**src/rtl/sevenseg_pkg.sv**
```systemverilog
// Shared constants, conversion FSM states and the BCD-to-segment glyph table
// for the scanned seven-segment display path.
package sevenseg_pkg;

    localparam logic [6:0] SEG_BLANK = 7'h00;
    localparam logic [6:0] SEG_DASH  = 7'h40;

    typedef enum logic [1:0] {
        ST_IDLE,
        ST_SHIFT,
        ST_COMMIT
    } conv_state_t;

    // Active-high patterns, bit 0 = segment a .. bit 6 = segment g.
    function automatic logic [6:0] glyph(input logic [3:0] digit);
        logic [6:0] g;
        case (digit)
            4'd0:    g = 7'h3F;
            4'd1:    g = 7'h06;
            4'd2:    g = 7'h5B;
            4'd3:    g = 7'h4F;
            4'd4:    g = 7'h66;
            4'd5:    g = 7'h6D;
            4'd6:    g = 7'h7D;
            4'd7:    g = 7'h07;
            4'd8:    g = 7'h7F;
            4'd9:    g = 7'h6F;
            default: g = SEG_BLANK;
        endcase
        return g;
    endfunction

endpackage

```
**src/rtl/sevenseg_scan_driver_if.sv**
```systemverilog
// Load/busy handshake plus segment and digit-enable pins of the display driver.
interface sevenseg_scan_driver_if #(
    parameter int VALUE_W = 8,
    parameter int DIGITS  = 3
);
    logic [VALUE_W-1:0] value;
    logic               load;
    logic               busy;
    logic [6:0]         seg;
    logic [DIGITS-1:0]  dig_en;

    modport master (output value, load, input busy, seg, dig_en);
    modport slave  (input value, load, output busy, seg, dig_en);
endinterface

```
**src/rtl/sevenseg_scan_driver_bin2bcd_serial.sv**
```systemverilog
// Serial double-dabble converter: VALUE_W shift cycles plus one commit cycle.
// done pulses during the commit cycle while bcd/ovf hold the finished result.
module bin2bcd_serial
    import sevenseg_pkg::*;
#(
    parameter int VALUE_W = 8,
    parameter int DIGITS  = 3
) (
    input  logic                  clk,
    input  logic                  rst,
    input  logic                  start,
    input  logic [VALUE_W-1:0]    value,
    output logic                  busy,
    output logic                  done,
    output logic [4*DIGITS-1:0]   bcd,
    output logic                  ovf
);

    localparam int BCD_W = 4 * DIGITS;
    localparam int CNT_W = $clog2(VALUE_W + 1);
    localparam logic [CNT_W-1:0] LAST = CNT_W'(VALUE_W - 1);

    conv_state_t        state;
    logic [VALUE_W-1:0] shreg;
    logic [CNT_W-1:0]   cnt;
    logic [BCD_W-1:0]   adj;

    // NOTE: adj gets its full default before the loop so no path leaves it unassigned (no latch).
    always_comb begin
        adj = bcd;
        for (int i = 0; i < DIGITS; i++) begin
            if (bcd[4*i +: 4] >= 4'd5)
                adj[4*i +: 4] = bcd[4*i +: 4] + 4'd3;
        end
    end

    // NOTE: state is written with <= only, so every flop sees pre-edge values of the others.
    always_ff @(posedge clk or posedge rst) begin
        if (rst) begin
            state <= ST_IDLE;
            shreg <= '0;
            cnt   <= '0;
            bcd   <= '0;
            ovf   <= 1'b0;
            busy  <= 1'b0;
            done  <= 1'b0;
        end else begin
            done <= 1'b0;
            case (state)
                ST_IDLE: begin
                    if (start) begin
                        shreg <= value;
                        bcd   <= '0;
                        ovf   <= 1'b0;
                        cnt   <= '0;
                        busy  <= 1'b1;
                        state <= ST_SHIFT;
                    end
                end
                ST_SHIFT: begin
                    // A carry out of the top nibble means the value needs more digits.
                    bcd   <= {adj[BCD_W-2:0], shreg[VALUE_W-1]};
                    ovf   <= ovf | adj[BCD_W-1];
                    shreg <= shreg << 1;
                    cnt   <= cnt + CNT_W'(1);
                    if (cnt == LAST) begin
                        state <= ST_COMMIT;
                        done  <= 1'b1;
                    end
                end
                ST_COMMIT: begin
                    busy  <= 1'b0;
                    state <= ST_IDLE;
                end
                default: state <= ST_IDLE;
            endcase
        end
    end

endmodule

```
**src/rtl/sevenseg_scan_driver.sv**
```systemverilog
// Captures a binary value, converts it to BCD and time-multiplexes DIGITS
// seven-segment digits with leading-zero blanking, overflow dash and polarity.
module sevenseg_scan_driver
    import sevenseg_pkg::*;
#(
    parameter int VALUE_W       = 8,
    parameter int DIGITS        = 3,
    parameter int REFRESH_DIV   = 1024,
    parameter int BLANK_LEADING = 1,
    parameter int COMMON_ANODE  = 0
) (
    input logic                   clk,
    input logic                   rst,
    sevenseg_scan_driver_if.slave bus
);

    localparam int DIV_W = $clog2(REFRESH_DIV);
    localparam int IDX_W = (DIGITS > 1) ? $clog2(DIGITS) : 1;
    localparam logic [6:0]        SEG_OFF = (COMMON_ANODE != 0) ? 7'h7F : 7'h00;
    localparam logic [DIGITS-1:0] DIG_OFF = (COMMON_ANODE != 0) ? '1 : '0;

    logic [4*DIGITS-1:0] conv_bcd;
    logic                conv_ovf;
    logic                conv_busy;
    logic                conv_done;

    logic [4*DIGITS-1:0] disp_bcd;
    logic                disp_ovf;
    logic [DIV_W-1:0]    div_cnt;
    logic [IDX_W-1:0]    idx;
    logic [6:0]          seg_q;
    logic [DIGITS-1:0]   dig_q;

    logic [DIGITS-1:0]   blank_vec;
    logic                any_hi;
    logic [3:0]          nibble;
    logic [6:0]          glyph_d;
    logic [DIGITS-1:0]   onehot_d;

    bin2bcd_serial #(
        .VALUE_W (VALUE_W),
        .DIGITS  (DIGITS)
    ) u_conv (
        .clk   (clk),
        .rst   (rst),
        .start (bus.load),
        .value (bus.value),
        .busy  (conv_busy),
        .done  (conv_done),
        .bcd   (conv_bcd),
        .ovf   (conv_ovf)
    );

    assign bus.busy   = conv_busy;
    assign bus.seg    = seg_q;
    assign bus.dig_en = dig_q;

    // Digit k is blank when it and every more significant nibble are zero.
    always_comb begin
        any_hi    = 1'b0;
        blank_vec = '0;
        for (int k = DIGITS - 1; k >= 0; k--) begin
            any_hi       = any_hi | (disp_bcd[4*k +: 4] != 4'd0);
            blank_vec[k] = (BLANK_LEADING != 0) && (k != 0) && !any_hi;
        end
    end

    always_comb begin
        nibble   = disp_bcd[4*idx +: 4];
        onehot_d = DIGITS'(1) << idx;
        if (disp_ovf)
            glyph_d = SEG_DASH;
        else if (blank_vec[idx])
            glyph_d = SEG_BLANK;
        else
            glyph_d = glyph(nibble);
    end

    always_ff @(posedge clk or posedge rst) begin
        if (rst) begin
            div_cnt  <= '0;
            idx      <= '0;
            disp_bcd <= '0;
            disp_ovf <= 1'b0;
            seg_q    <= SEG_OFF;
            dig_q    <= DIG_OFF;
        end else begin
            if (div_cnt == DIV_W'(REFRESH_DIV - 1)) begin
                div_cnt <= '0;
                idx     <= (idx == IDX_W'(DIGITS - 1)) ? '0 : idx + IDX_W'(1);
            end else begin
                div_cnt <= div_cnt + DIV_W'(1);
            end

            // Result and overflow flag land together so the display never mixes old and new.
            if (conv_done) begin
                disp_bcd <= conv_bcd;
                disp_ovf <= conv_ovf;
            end

            seg_q <= (COMMON_ANODE != 0) ? ~glyph_d  : glyph_d;
            dig_q <= (COMMON_ANODE != 0) ? ~onehot_d : onehot_d;
        end
    end

endmodule

```
**src/flat_wrapper.sv**
```systemverilog
// flat-port wrapper written by rule: the top's interface ports become plain ports
module sevenseg_scan_driver_flat import sevenseg_pkg::*;
#(
    parameter int VALUE_W       = 8,
    parameter int DIGITS        = 3,
    parameter int REFRESH_DIV   = 1024,
    parameter int BLANK_LEADING = 1,
    parameter int COMMON_ANODE  = 0
)
  (clk, rst, bus_value, bus_load, bus_busy, bus_seg, bus_dig_en);
  sevenseg_scan_driver_if #(.VALUE_W(VALUE_W), .DIGITS(DIGITS)) bus_i ();
  input logic clk;
  input logic rst;
  input wire logic [$bits(bus_i.value)-1:0] bus_value;
  input wire logic [$bits(bus_i.load)-1:0] bus_load;
  output wire logic [$bits(bus_i.busy)-1:0] bus_busy;
  output wire logic [$bits(bus_i.seg)-1:0] bus_seg;
  output wire logic [$bits(bus_i.dig_en)-1:0] bus_dig_en;
  assign bus_i.value = bus_value;
  assign bus_i.load = bus_load;
  assign bus_busy = bus_i.busy;
  assign bus_seg = bus_i.seg;
  assign bus_dig_en = bus_i.dig_en;
  sevenseg_scan_driver #(.VALUE_W(VALUE_W), .DIGITS(DIGITS), .REFRESH_DIV(REFRESH_DIV), .BLANK_LEADING(BLANK_LEADING), .COMMON_ANODE(COMMON_ANODE)) u_core (.clk(clk), .rst(rst), .bus(bus_i));
endmodule
```
**config.mk**
```make
export PLATFORM = sky130hd
export DESIGN_NAME = sevenseg_scan_driver_flat
export DESIGN_NICKNAME = d
export VERILOG_FILES = /design/src/rtl/sevenseg_pkg.sv /design/src/rtl/sevenseg_scan_driver_if.sv /design/src/rtl/sevenseg_scan_driver_bin2bcd_serial.sv /design/src/rtl/sevenseg_scan_driver.sv /design/src/flat_wrapper.sv
export SDC_FILE = /design/constraint.sdc
export NUM_CORES = 1
export LEC_CHECK = 0
export CORE_ASPECT_RATIO = 0.75
export CORE_MARGIN = 2
export CORE_UTILIZATION = 40
export DETAILED_ROUTE_END_ITERATION = 12
export GPL_ROUTABILITY_DRIVEN = 0
export GPL_TIMING_DRIVEN = 1
export PLACE_DENSITY = 0.57
export SYNTH_ARGS = -nofsm -noshare
export SYNTH_HDL_FRONTEND = slang
export SYNTH_HIERARCHICAL = 1
export SYNTH_SLANG_ARGS = --single-unit
```
**constraint.sdc**
```tcl
create_clock -name clk -period 6 [get_ports clk]
set_clock_uncertainty 0.2 [all_clocks]
set_input_delay 1.8 -clock clk [delete_from_list [all_inputs] [get_ports clk]]
set_output_delay 1.8 -clock clk [all_outputs]
set_load 0.01 [all_outputs]
```
==> flow_summary.yaml <==
critical_path:
  required_ps: 6000
  cp-endpoint: "u_core/u_conv/ovf"
  cp-startpoint: "bus_load"
  critPathArrivalTime_ps: 3260
  crit_type: "input pin to flip-flop"
  r2r_slack_ps: 3560
  rr_startpoint: "u_core/idx[0]"
  rr_endpoint: "u_core/bus.seg[0]"
  path_max_fanout: 12
  start_kind: "input pin"
  ff2ff_path_depth: 6
  end_kind: "flip-flop"
clocking:
  cts_buffers: 9
  post_cts_buffers: 0
  clk_pin_slew_ps: 70
  cts_tree: "built"
  clk_latency_ps: 340
  cts_root_buffer: "clkbuf_8"
  hold_buffers: 0
  cts_max_level: 3
  clockBufferDepth: 2
  post_cts_resized: 0
  numClockSinks: 64
floorplan:
  start_util: 0.415
  rows: 28
  core_um2: 7920
  die_h_um: 82.4
  fp.dieArea_um2: 8950
  io_pins: 22
  die_w_um: 109
placed_design:
  pre_cts_slack_ps: 2340
  io_buffers: 21
  dp_cells: 401
  hpwl_mm: 4.24
  place_area_um2: 3540
final_layout:
  num-fill-cells: 768
  drive_gt1_frac: 0.163
  fin_nets: 331
  n_antenna_cell: 0
  final_area_um2: 3720
  fin_util: 0.470
  syn_to_final_growth_pct: 13.5
  finalNonFillerCells: 417
global_routing:
  grt_pass1_vias: 2150
  antenna_found_initial: 0
  overflow: 0
  grt_usage: 0.157
  grt_pass1_wl_mm: 10.8
  grt_max_degree: 36
yosys:
  synth_edf_count: 0
  syn-cell-area_um2: 3280
  synth_nets: 310
  yosysSeqAreaShare: 0.488
  ys_warn_count: 6
  synth_top_area_share: 0.488
  synth.most_common_cell: "dfrtp_1"
  ys_types: 55
  synthArstFlopShare: 1.00
  ys_top_cells_by_count: "64 x dfrtp_1, 19 x inv_1, 19 x nand2_1"
  synth_ff_type: "dfrtp_1"
  synth-seq-cells: 64
  syn-instance-count: 286
  avgSynthCellArea_um2: 11.5
  synth.top_cells.by_area: "dfrtp_1 49%, mux2_2 5.1%, ha_1 5.0%"
  synth_top_area_cell: "dfrtp_1"
drt:
  via_per_inst: 5.18
  wl_per_cell_um: 14.6
  drt_iter0_markers: 70
  vias: 2158
  drtAntennaViolNets: 0
  finalWirelength_mm: 6.10
  drc: 0
  firstDrtPassIters: 4
flow_run:
  drv_cap: 0
power_and_ir_drop:
  p_per_area_nw_per_um2: 454
  p_leak_nw: 1.62
  p_int_w: 0.00108
  comb_power_share: 0.377
  swShare: 0.360
  pwr-share-seq: 0.412
  peakVddDrop_mv: 0.130
  power.switching_w: 0.000610
  pwr-share-clk: 0.211
timing:
  timing.final.crit_period_ps: 3260
  post-route-period-util: 0.543
  slew_viol_final: 0
  hold_viol: 0
  fmax_mhz: 307
  maxSlewHeadroom: 0.644
  finalSetupViolCount: 0
  rsz0062_at_grt: "no"
  tns_ps: 0
  worst_slew_pin_slew_ps: 534
  setup_ws_ps: 2740
worst_hold_path:
  hold_class: "flip-flop to flip-flop"
run_status:
  status: "completed"
worst max-delay path, cell delays in order:
cell and delay, ps:
clkdlybuf4s50_1 730, nor2b_1 460, a21bo_2 210, o31ai_1 60
registers in the layout, indices dropped and copies added, names as in the netlist:
register             cells
u_core/bus.dig_en        3
u_core/u_conv/bcd       12
u_core/disp_bcd         12
u_core/bus.seg           7
u_core/u_conv/shreg      8
u_core/div_cnt          10
u_core/disp_ovf          1
u_core/u_conv/cnt        4
u_core/u_conv/done       1
u_core/idx               2
u_core/u_conv/state      2
u_core/u_conv/busy       1
u_core/u_conv/ovf        1
power by group through the flow:
| stage | logic (W) | registers (W) | clock network, W |
|---|---|---|---|
| floorplan | 0.000506 | 0.000674 | 0 |
| global placement | 0.000631 | 0.000706 | 0 |
| detailed placement | 0.000642 | 0.000707 | 0 |
| CTS | 0.000645 | 0.000700 | 0.000370 |
| global route | 0.000726 | 0.000721 | 0.000391 |
| finish | 0.000638 | 0.000697 | 0.000357 |
logic make-up after synthesis:
| family | after synthesis | share of synthesized area |
|---|---|---|
| buffers and inverters | 32 | 0.0526 |
| flip-flops | 64 | 0.488 |
| adder cells (fa/ha/maj) | 13 | 0.0496 |
| XOR/XNOR | 11 | 0.0294 |
| AND/OR/NAND/NOR | 63 | 0.103 |
| multiplexers | 23 | 0.0812 |
| AO/OA/AOI/OAI | 80 | 0.196 |
layout make-up:
class / count / area (um2) / area share
inverter: 19 / 71.3 / 0.0191
timing repair buffer: 23 / 225 / 0.0605
tap: 105 / 131 / 0.0353
multi-input combinational: 190 / 1510 / 0.405
sequential: 64 / 1600 / 0.430
clock inverter: 6 / 60.1 / 0.0161
clock buffer: 10 / 128 / 0.0343
metrics by stage:
step,total power [W],hold WS (ps)
after floorplan,0.00118,238
after global placement,0.00134,263
after detailed placement,0.00135,264
after CTS,0.00172,274
after global routing,0.00184,284
final,0.00169,273
how the worst min path moves through the flow:
stage | startpoint | end | slack [ps] | cells past startpoint
5_1_grt | u_core/div_cnt[9] | u_core/div_cnt[9] | 280 | 1
2_1_floorplan | u_core/div_cnt[9] | u_core/div_cnt[9] | 240 | 1
4_1_cts | u_core/div_cnt[9] | u_core/div_cnt[9] | 270 | 1
3_5_place_dp | u_core/div_cnt[9] | u_core/div_cnt[9] | 260 | 1
6_report | u_core/div_cnt[9] | u_core/div_cnt[9] | 270 | 1
3_3_place_gp | u_core/u_conv/shreg[5] | u_core/u_conv/shreg[5] | 260 | 2
metal layers:
layer / vias to the layer above / wire, um / global-route usage / share of wire
met2: 25 / 2590 / 0.224 / 0.42
met5: - / 0 / 0 / 0
met3: 8 / 190 / 0.0432 / 0.031
met4: 0 / 100 / 0.0615 / 0.016
li1: 1075 / - / - / -
met1: 1050 / 3220 / 0.226 / 0.53
placed cells by master (no fill, tap or decap), types with 8 or more instances in the layout:
master           instances
o21ai_0                  9
clkbuf_8                 9
a21oi_1                 11
ha_1                    13
nor2_1                   8
o21ai_1                  9
nand2_1                 19
inv_1                   19
clkdlybuf4s50_1         21
dfrtp_1                 64
nor2b_1                 12
mux2_2                  15
Note: power is estimated with default switching activity, not from simulation.
